===== config.mk =====
export PLATFORM = sky130hd
export DESIGN_NAME = systolic_ctrl
export DESIGN_NICKNAME = d
export VERILOG_FILES = /design/src/rtl/systolic_ctrl.sv
export SDC_FILE = /design/constraint.sdc
export NUM_CORES = 2
export LEC_CHECK = 0
export ABC_AREA = 1
export CAP_MARGIN = 10
export CORE_MARGIN = 2
export CORE_UTILIZATION = 23
export DETAILED_ROUTE_END_ITERATION = 16
export PLACE_DENSITY = 0.53
export SETUP_SLACK_MARGIN = 0.05
export SYNTH_ARGS = -nofsm -noshare
export SYNTH_HDL_FRONTEND = slang
export SYNTH_SLANG_ARGS = --single-unit

===== constraint.sdc =====
create_clock -name clk -period 29.9 [get_ports clk]
set_clock_uncertainty 0.15 [all_clocks]
set_input_delay 5.98 -clock clk [delete_from_list [all_inputs] [get_ports clk]]
set_output_delay 5.98 -clock clk [all_outputs]
set_load 0.005 [all_outputs]

===== src/rtl/systolic_ctrl.sv =====
// Job sequencer for the systolic array: fetches A/B operands from the scratchpad,
// clears and runs the array, then writes the N result lanes back.

module systolic_ctrl_lane #(
  parameter int DW = 16
) (
  input  logic          clk,
  input  logic          reset,
  input  logic          clr,
  input  logic          a_we,
  input  logic          b_we,
  input  logic          p_we,
  input  logic [DW-1:0] d,
  input  logic [DW-1:0] p_in,
  output logic [DW-1:0] a,
  output logic [DW-1:0] b,
  output logic [DW-1:0] p
);
  always_ff @(posedge clk or posedge reset) begin
    if (reset) begin
      a <= '0;
      b <= '0;
      p <= '0;
    end else begin
      if (clr) begin
        a <= '0;
        b <= '0;
      end else begin
        if (a_we) a <= d;
        if (b_we) b <= d;
      end
      if (p_we) p <= p_in;
    end
  end
endmodule

module systolic_ctrl #(
  parameter int DW       = 16,
  parameter int LANES    = 16,
  parameter int AW       = 8,
  parameter int WD_SLACK = 8
) (
  input  logic                clk,
  input  logic                reset,
  input  logic                start,
  input  logic [5:0]          matrix_N,
  input  logic [AW-1:0]       a_base,
  input  logic [AW-1:0]       b_base,
  input  logic [AW-1:0]       p_base,
  output logic                busy,
  output logic                done,
  output logic                err,
  output logic                rd_en,
  output logic [AW-1:0]       rd_addr,
  input  logic [DW-1:0]       rd_data,
  output logic                wr_en,
  output logic [AW-1:0]       wr_addr,
  output logic [DW-1:0]       wr_data,
  output logic                arr_clr,
  output logic                arr_en,
  output logic [5:0]          arr_N,
  output logic [LANES*DW-1:0] a_vec,
  output logic [LANES*DW-1:0] b_vec,
  input  logic [LANES*DW-1:0] p_vec,
  input  logic                arr_ready
);
  localparam int LW = $clog2(LANES);

  typedef enum logic [2:0] {IDLE, LOAD, LOAD_WAIT, CLEAR, RUN, STORE, FIN} state_t;

  state_t                    state;
  logic [AW-1:0]             a_q, b_q, p_q;
  logic [6:0]                cnt;
  logic [7:0]                run_cnt;
  logic                      cap_vld, cap_b;
  logic [LW-1:0]             cap_lane;
  logic [LANES-1:0][DW-1:0]  a_lane, b_lane, p_lane;

  logic          n_ok, accept_ok, p_we;
  logic [6:0]    n7, nxt, off, ld_lane;
  logic          ld_b, nb;
  logic [AW-1:0] nxt_addr;
  logic [7:0]    run_lim;

  assign n7        = 7'(arr_N);
  assign n_ok      = (matrix_N != 6'd0) && (matrix_N <= 6'(LANES));
  assign accept_ok = (state == IDLE) && start && n_ok;
  assign p_we      = (state == RUN) && arr_ready;
  assign run_lim   = {1'b0, arr_N, 1'b0} + 8'(2 + WD_SLACK);

  // Issue index cnt maps to A lanes first, then B lanes; lane of the
  // current issue is remembered so its data lands one cycle later.
  always_comb begin
    nxt      = cnt + 7'd1;
    ld_b     = (cnt >= n7);
    ld_lane  = ld_b ? (cnt - n7) : cnt;
    nb       = (nxt >= n7);
    off      = nb ? (nxt - n7) : nxt;
    nxt_addr = (nb ? b_q : a_q) + AW'(off);
  end

  genvar k;
  generate
    for (k = 0; k < LANES; k++) begin : g_lane
      systolic_ctrl_lane #(.DW(DW)) u_lane (
        .clk   (clk),
        .reset (reset),
        .clr   (accept_ok),
        .a_we  (cap_vld && !cap_b && (cap_lane == LW'(k))),
        .b_we  (cap_vld &&  cap_b && (cap_lane == LW'(k))),
        .p_we  (p_we),
        .d     (rd_data),
        .p_in  (p_vec[k*DW +: DW]),
        .a     (a_lane[k]),
        .b     (b_lane[k]),
        .p     (p_lane[k])
      );
    end
  endgenerate

  assign a_vec = a_lane;
  assign b_vec = b_lane;

  always_ff @(posedge clk or posedge reset) begin
    if (reset) begin
      state    <= IDLE;
      busy     <= 1'b0;
      done     <= 1'b0;
      err      <= 1'b0;
      rd_en    <= 1'b0;
      rd_addr  <= '0;
      wr_en    <= 1'b0;
      wr_addr  <= '0;
      wr_data  <= '0;
      arr_clr  <= 1'b1;
      arr_en   <= 1'b0;
      arr_N    <= '0;
      a_q      <= '0;
      b_q      <= '0;
      p_q      <= '0;
      cnt      <= '0;
      run_cnt  <= '0;
      cap_vld  <= 1'b0;
      cap_b    <= 1'b0;
      cap_lane <= '0;
    end else begin
      done     <= 1'b0;
      arr_clr  <= 1'b0;
      cap_vld  <= rd_en;
      cap_b    <= ld_b;
      cap_lane <= ld_lane[LW-1:0];
      case (state)
        IDLE: if (start) begin
          busy <= 1'b1;
          if (!n_ok) begin
            err   <= 1'b1;
            done  <= 1'b1;
            state <= FIN;
          end else begin
            err     <= 1'b0;
            arr_N   <= matrix_N;
            a_q     <= a_base;
            b_q     <= b_base;
            p_q     <= p_base;
            rd_en   <= 1'b1;
            rd_addr <= a_base;
            cnt     <= '0;
            state   <= LOAD;
          end
        end
        LOAD: begin
          if (nxt == {arr_N, 1'b0}) begin
            rd_en <= 1'b0;
            state <= LOAD_WAIT;
          end else begin
            cnt     <= nxt;
            rd_addr <= nxt_addr;
          end
        end
        LOAD_WAIT: begin
          arr_clr <= 1'b1;
          state   <= CLEAR;
        end
        CLEAR: begin
          arr_en  <= 1'b1;
          run_cnt <= '0;
          state   <= RUN;
        end
        RUN: begin
          // A ready seen on the last allowed cycle still counts as success.
          if (arr_ready) begin
            arr_en  <= 1'b0;
            wr_en   <= 1'b1;
            wr_addr <= p_q;
            wr_data <= p_vec[DW-1:0];
            cnt     <= '0;
            state   <= STORE;
          end else if (run_cnt + 8'd1 == run_lim) begin
            arr_en <= 1'b0;
            err    <= 1'b1;
            done   <= 1'b1;
            state  <= FIN;
          end else begin
            run_cnt <= run_cnt + 8'd1;
          end
        end
        STORE: begin
          if (nxt == n7) begin
            wr_en <= 1'b0;
            done  <= 1'b1;
            state <= FIN;
          end else begin
            cnt     <= nxt;
            wr_addr <= p_q + AW'(nxt);
            wr_data <= p_lane[nxt[LW-1:0]];
          end
        end
        FIN: begin
          busy  <= 1'b0;
          state <= IDLE;
        end
        default: state <= IDLE;
      endcase
    end
  end
endmodule


# After elaboration in Yosys (flattened, before gate mapping)
# Cells that the tools add are included.
dict set report op_classes {
  addsub 7
  order_cmp 4
  n_eq_ne 35
  muxes 118
  n_reduce_logical 91
}
# op count
set op_table {}
lappend op_table {{$mux 16} 67}
lappend op_table {{$reduce_bool 2->1} 37}
lappend op_table {{$bmux 16 s4} 1}
lappend op_table {{$mux 8} 8}
lappend op_table {{$pmux 8 s2} 3}
lappend op_table {{$mux 7} 6}
lappend op_table {{$logic_and 1x1->1} 38}
lappend op_table {{$eq 4x4->1 const B} 8}
lappend op_table {{$pmux 16 s2} 1}
lappend op_table {{$pmux 7 s4} 1}
lappend op_table {{$mux 3} 6}
lappend op_table {{$ne 2x2->1 const B} 9}
lappend op_table {{$pmux 3 s6} 1}
lappend op_table {{$mux 1} 17}
lappend op_table {{$add 8x7->8} 2}
lappend op_table {{$eq 4x3->1 const B} 4}
lappend op_table {{$reduce_and 4->1} 4}
lappend op_table {{$ge 7x6->1} 2}
lappend op_table {{$reduce_and 3->1} 4}
lappend op_table {{$pmux 1 s2} 5}
lappend op_table {{$eq 3x3->1 const B} 3}
lappend op_table {{$add 7x4->8 const B} 1}
lappend op_table {{$add 8x1->8 const B} 1}
lappend op_table {{$eq 4x2->1 const B} 2}
lappend op_table {{22 further kinds} 24}
dict set report totals {
  ff_bits 861
  out_inout_bits 557
  elab_cells 323
}

# Depth between registers and ports, before layout
dict set report depth {
  depth_word 6
  depth_mapped 28
}

# Modules after synthesis
# Synthesis repeated with hierarchy kept, for this count alone.
dict set report unflattened {
  hier_cells 4594
  hier_area_um2 39381.5
}
# module instances cells_per_inst area_each_um2
set by_module_without_submodules {}
lappend by_module_without_submodules {systolic_ctrl_lane 16 208 1955.6}
lappend by_module_without_submodules {systolic_ctrl 1 1266 8091.5}

# Worst setup path before layout
# OpenSTA, ideal clock, no wires.
dict set report synth_path {
  kind {input port to flip-flop}
  startpoint {input matrix_N[3]}
  endpoint {register g_lane[3].u_lane.a[14]}
  arrival_time_ns 7.252
  setup_slack_ns 22.367
  stages 13
  n_path_buf 3
  path_cell_list {inv_1 nand4_1 inv_1 nand2_1 nand3_1 inv_1 nand2_4 buf_6 inv_6 buf_12 a31oi_4 buf_2 o21ai_1}
}
dict set report synth_between {
  elab_chain_cells 4
}
# item line_no
set synth_rtl {}
lappend synth_rtl {{from (decl)} 46} ;# input logic [5:0] matrix_N,
lappend synth_rtl {{$le 6x5->1 or $reduce_bool 6->1 (tied branches)} 86} ;# assign n_ok = (matrix_N != 6'd0) && (matrix_N <= 6'(LANES));
lappend synth_rtl {{$logic_and 1x1->1 (*)} 86}
lappend synth_rtl {{$logic_and 1x1->1 (*)} 87} ;# assign accept_ok = (state == IDLE) && start && n_ok;
lappend synth_rtl {{$mux 16 or $reduce_bool 2->1 (tied branches)} -}
lappend synth_rtl {{to (signal assigned)} 21} ;# a <= '0;
lappend synth_rtl {{to (signal assigned)} 26} ;# a <= '0;
lappend synth_rtl {{to (signal assigned)} 29} ;# if (a_we) a <= d;
lappend synth_rtl {{to (decl)} 15} ;# output logic [DW-1:0] a,
# Mark *: on every way between the ends. The rest lies on a longest branch, timed or not.
# A chain may end at the register's enable or synchronous reset.

==> flow_metrics.env <==
export IMPL_fin_ws_ns=18.62
export IMPL_synth_edf_count=0
export IMPL_start_kind="input pin"
export IMPL_pre_cts_ws_ns=17.51
export IMPL_synth_compound_area_share_pct=14.7
export IMPL_cpPeakStageDelay_ns=0.84
export IMPL_port_buffers=862
export IMPL_cts_hold_buf=0
export IMPL_fin_nets=5193
export IMPL_synthXorXnorAreaFrac_pct=0.375
export IMPL_postCtsSetupBuffers=0
export IMPL_finalSetupViolCount=0
export IMPL_hold_viol=0
export IMPL_synthAdderAreaFrac_pct=1.21
export IMPL_ys_seq_area_share_pct=58.8
export IMPL_switchingPower_mw=2.01
export IMPL_totalWireLength_mm=144
export IMPL_arrival_ns=11.87
export IMPL_drt_first_pass_iters=7
export IMPL_synth_yosys_warnings=0
export IMPL_post_route_util_pct=31.9
export IMPL_synth_area_mm2=0.0367
export IMPL_relSlewSlack_pct=23.8
export IMPL_slew_viol_final=0
export IMPL_ant_nets=0
export IMPL_reg2reg_depth=23
export IMPL_core_mm2=0.158
export IMPL_syn_to_final_growth_pct=37.8
export IMPL_min_period_ns=11.28
export IMPL_fp_dieH_um=403
export IMPL_vias=31500
export IMPL_clkSinkCount=861
export IMPL_drt_iter0_drc=2413
export IMPL_fillers=16700
export IMPL_fmax_ghz=0.0887
export IMPL_cts_resized=0
export IMPL_reg2reg_slack_ns=24.29
export IMPL_syn_nets=4473
export IMPL_synthArstFlopShare_pct=100
export IMPL_synth_mux_area_fraction_pct=0.109
export IMPL_fin_hold_ws_ns=0.267
export IMPL_grt_pass1_vias=30300
export IMPL_period_share_pct=37.7
export IMPL_intPower_mw=3.44
export IMPL_cp_data_required_time_ns=30.49
export IMPL_clk_pin_slew_ns=0.05
export IMPL_p_clk_share_pct=23.0
export IMPL_clk_latency_ns=0.73
export IMPL_postSynthAreaPerCell_um2=8.87
export IMPL_swShare_pct=36.8
export IMPL_pwr_share_seq_pct=36.6
export IMPL_p_per_area_mw_per_mm2=108
export IMPL_antenna_found_initial=12
export IMPL_ys_seq_elements=861
export IMPL_fin_tns_setup_ns=0
export IMPL_worstPathCellList="clkdlybuf4s50_1, clkinvlp_4, buf_4, buf_4, buf_4, buf_4, buf_4, buf_4"
export IMPL_ys_types=46
export IMPL_cts_root_buf="clkbuf_16"
export IMPL_ys_flop_type="dfrtp_1"
export IMPL_rsz0062_at_grt="false"
export IMPL_initial_core_util_pct=23.2
export IMPL_cts_htree_levels=3
export IMPL_worstSetupPathType="input pin to async pin"
export IMPL_drc_errors=0
export IMPL_dp_hpwl_mm=101
export IMPL_top_level_ports=863
export IMPL_hold_class="register to register"
export IMPL_grt_ovfl_total=0
export IMPL_track_usage_pct=17.2
export IMPL_cts_tree="yes"
export IMPL_drive_gt1_share_pct=5.72
export IMPL_holdPathStages=0
export IMPL_synthCells=4134
export IMPL_cts_buffers=101
export IMPL_finalWeightedCongestion=0.826
export IMPL_tightest_slew_ns=1.14
export IMPL_wl_per_cell_um=20.6
export IMPL_outcome="finished clean"
export IMPL_ir_worst_vdd_mv=0.0512
export IMPL_clockBufferDepth=3
export IMPL_grt_max_degree=162
export IMPL_endpoint_kind="async pin"
export IMPL_fp_row_count=146
export IMPL_critPathSlowestCell="buf_4"
export IMPL_max_cap_violations=0
export IMPL_fp_dieW_um=403
export IMPL_crit_path_frequent_cell="buf_4"
export IMPL_synth_simple_gate_area_share_pct=18.3
export IMPL_synth_top_family_by_area="simple AND/OR/NAND/NOR gates"
export IMPL_avgViaCountPerCell=4.50
export IMPL_p_comb_share_pct=40.4
export IMPL_grt_pass1_wl_mm=210
export IMPL_leakagePower_nw=22.5
export IMPL_total_power_mw=5.44
export IMPL_die_area_mm2=0.163
export IMPL_cp_max_fo=72
-- Yosys cell counts (all sizes together), types with 6 or more instances --
master	instances	area [um^2]
a21oi	161	806
nand3	360	1800
clkbuf	172	647
nand4	14	87.6
xnor2	6	60.1
inv	275	1040
or2	6	37.5
a31oi	25	370
nor2	77	324
nand2	1161	4380
xor2	8	77.6
o21ai	807	4040
buf	129	721
o211ai	19	143
dfrtp	860	21500
ha	29	363
-- layout make-up --
type	count	area, um^2	area share [%]
sequential	861	21600	42.7
multi-input combinational	2694	12800	25.4
timing repair buffer	918	9110	18.0
clock buffer	155	2960	5.86
tap	2072	2590	5.13
inverter	278	1060	2.10
clock inverter	26	412	0.815
antenna	4	10.0	0.0198
-- cell families after synthesis --
family | Yosys count
compound gates | 1016
xor+xnor | 14
fa+ha+maj | 33
buf+inv | 579
flops | 861
mux | 4
simple gates | 1627
-- worst paths after layout --
check / startpoint / endpoint
setup / recovery: reset / g_lane[4].u_lane.b[7]
hold / removal: rd_en / cap_vld
setup reg to reg: cnt[0] / rd_addr[6]
hold reg to reg: rd_en / cap_vld
max in group clk: matrix_N[2] / g_lane[0].u_lane.b[13]
min in group asynchronous: reset / g_lane[2].u_lane.p[5]
-- layout by cell type (no fill, tap or decap), drive strengths merged, types with 5 or more instances in the layout --
cell	Yosys	final
nor2	77	77
xor2	8	8
buf	129	56
a21oi	161	161
ha	29	29
dfrtp	860	860
nand4	14	14
nand3	360	360
nand2	1161	1161
or2	6	6
a31oi	25	25
clkdlybuf4s50	0	862
inv	275	281
o21ai	807	807
o211ai	19	19
bufinv	0	5
clkbuf	172	155
clkinv	3	15
xnor2	6	6
-- critical path, delay by kind of cell --
family / cells / cell delay (ns)
buffers and inverters: 8 / 5.71
-- sequential cells by signal (all words and copies together) (netlist names) --
signal	count
a_q	8
cap_vld	1
rd_addr	8
b_q	8
cap_b	1
g_lane.u_lane.a	256
cap_lane	4
wr_data	16
busy	1
run_cnt	8
arr_clr	1
g_lane.u_lane.p	256
err	1
g_lane.u_lane.b	256
done	1
arr_en	1
arr_N	6
p_q	8
wr_addr	8
wr_en	1
state	3
cnt	7
rd_en	1
-- power by group through the flow --
| stage | Sequential (mW) | Clock, mW | Combinational, mW |
|---|---|---|---|
| after CTS | 1.99 | 1.29 | 2.23 |
| after global routing | 2.05 | 1.33 | 2.43 |
| after detailed placement | 2.01 | 0 | 2.22 |
| final | 1.99 | 1.25 | 2.20 |
| after global placement | 2.00 | 0 | 2.20 |
| after floorplan | 1.97 | 0 | 1.01 |
-- per-stage QoR --
stage | area, um^2 | instances
after CTS | 50500 | 7002
after global placement | 47100 | 6821
after floorplan | 36700 | 4134
after detailed placement | 47100 | 6821
final | 50500 | 7008
after global routing | 50500 | 7004
-- per-layer routing --
metal  GRT usage (%)  wire length (um)
met2            28.9             69100
met1            21.9             60600
met5               0                72
met4            4.94              4110
met3            4.40             10300
No activity file was read; power rests on OpenSTA's default activity.
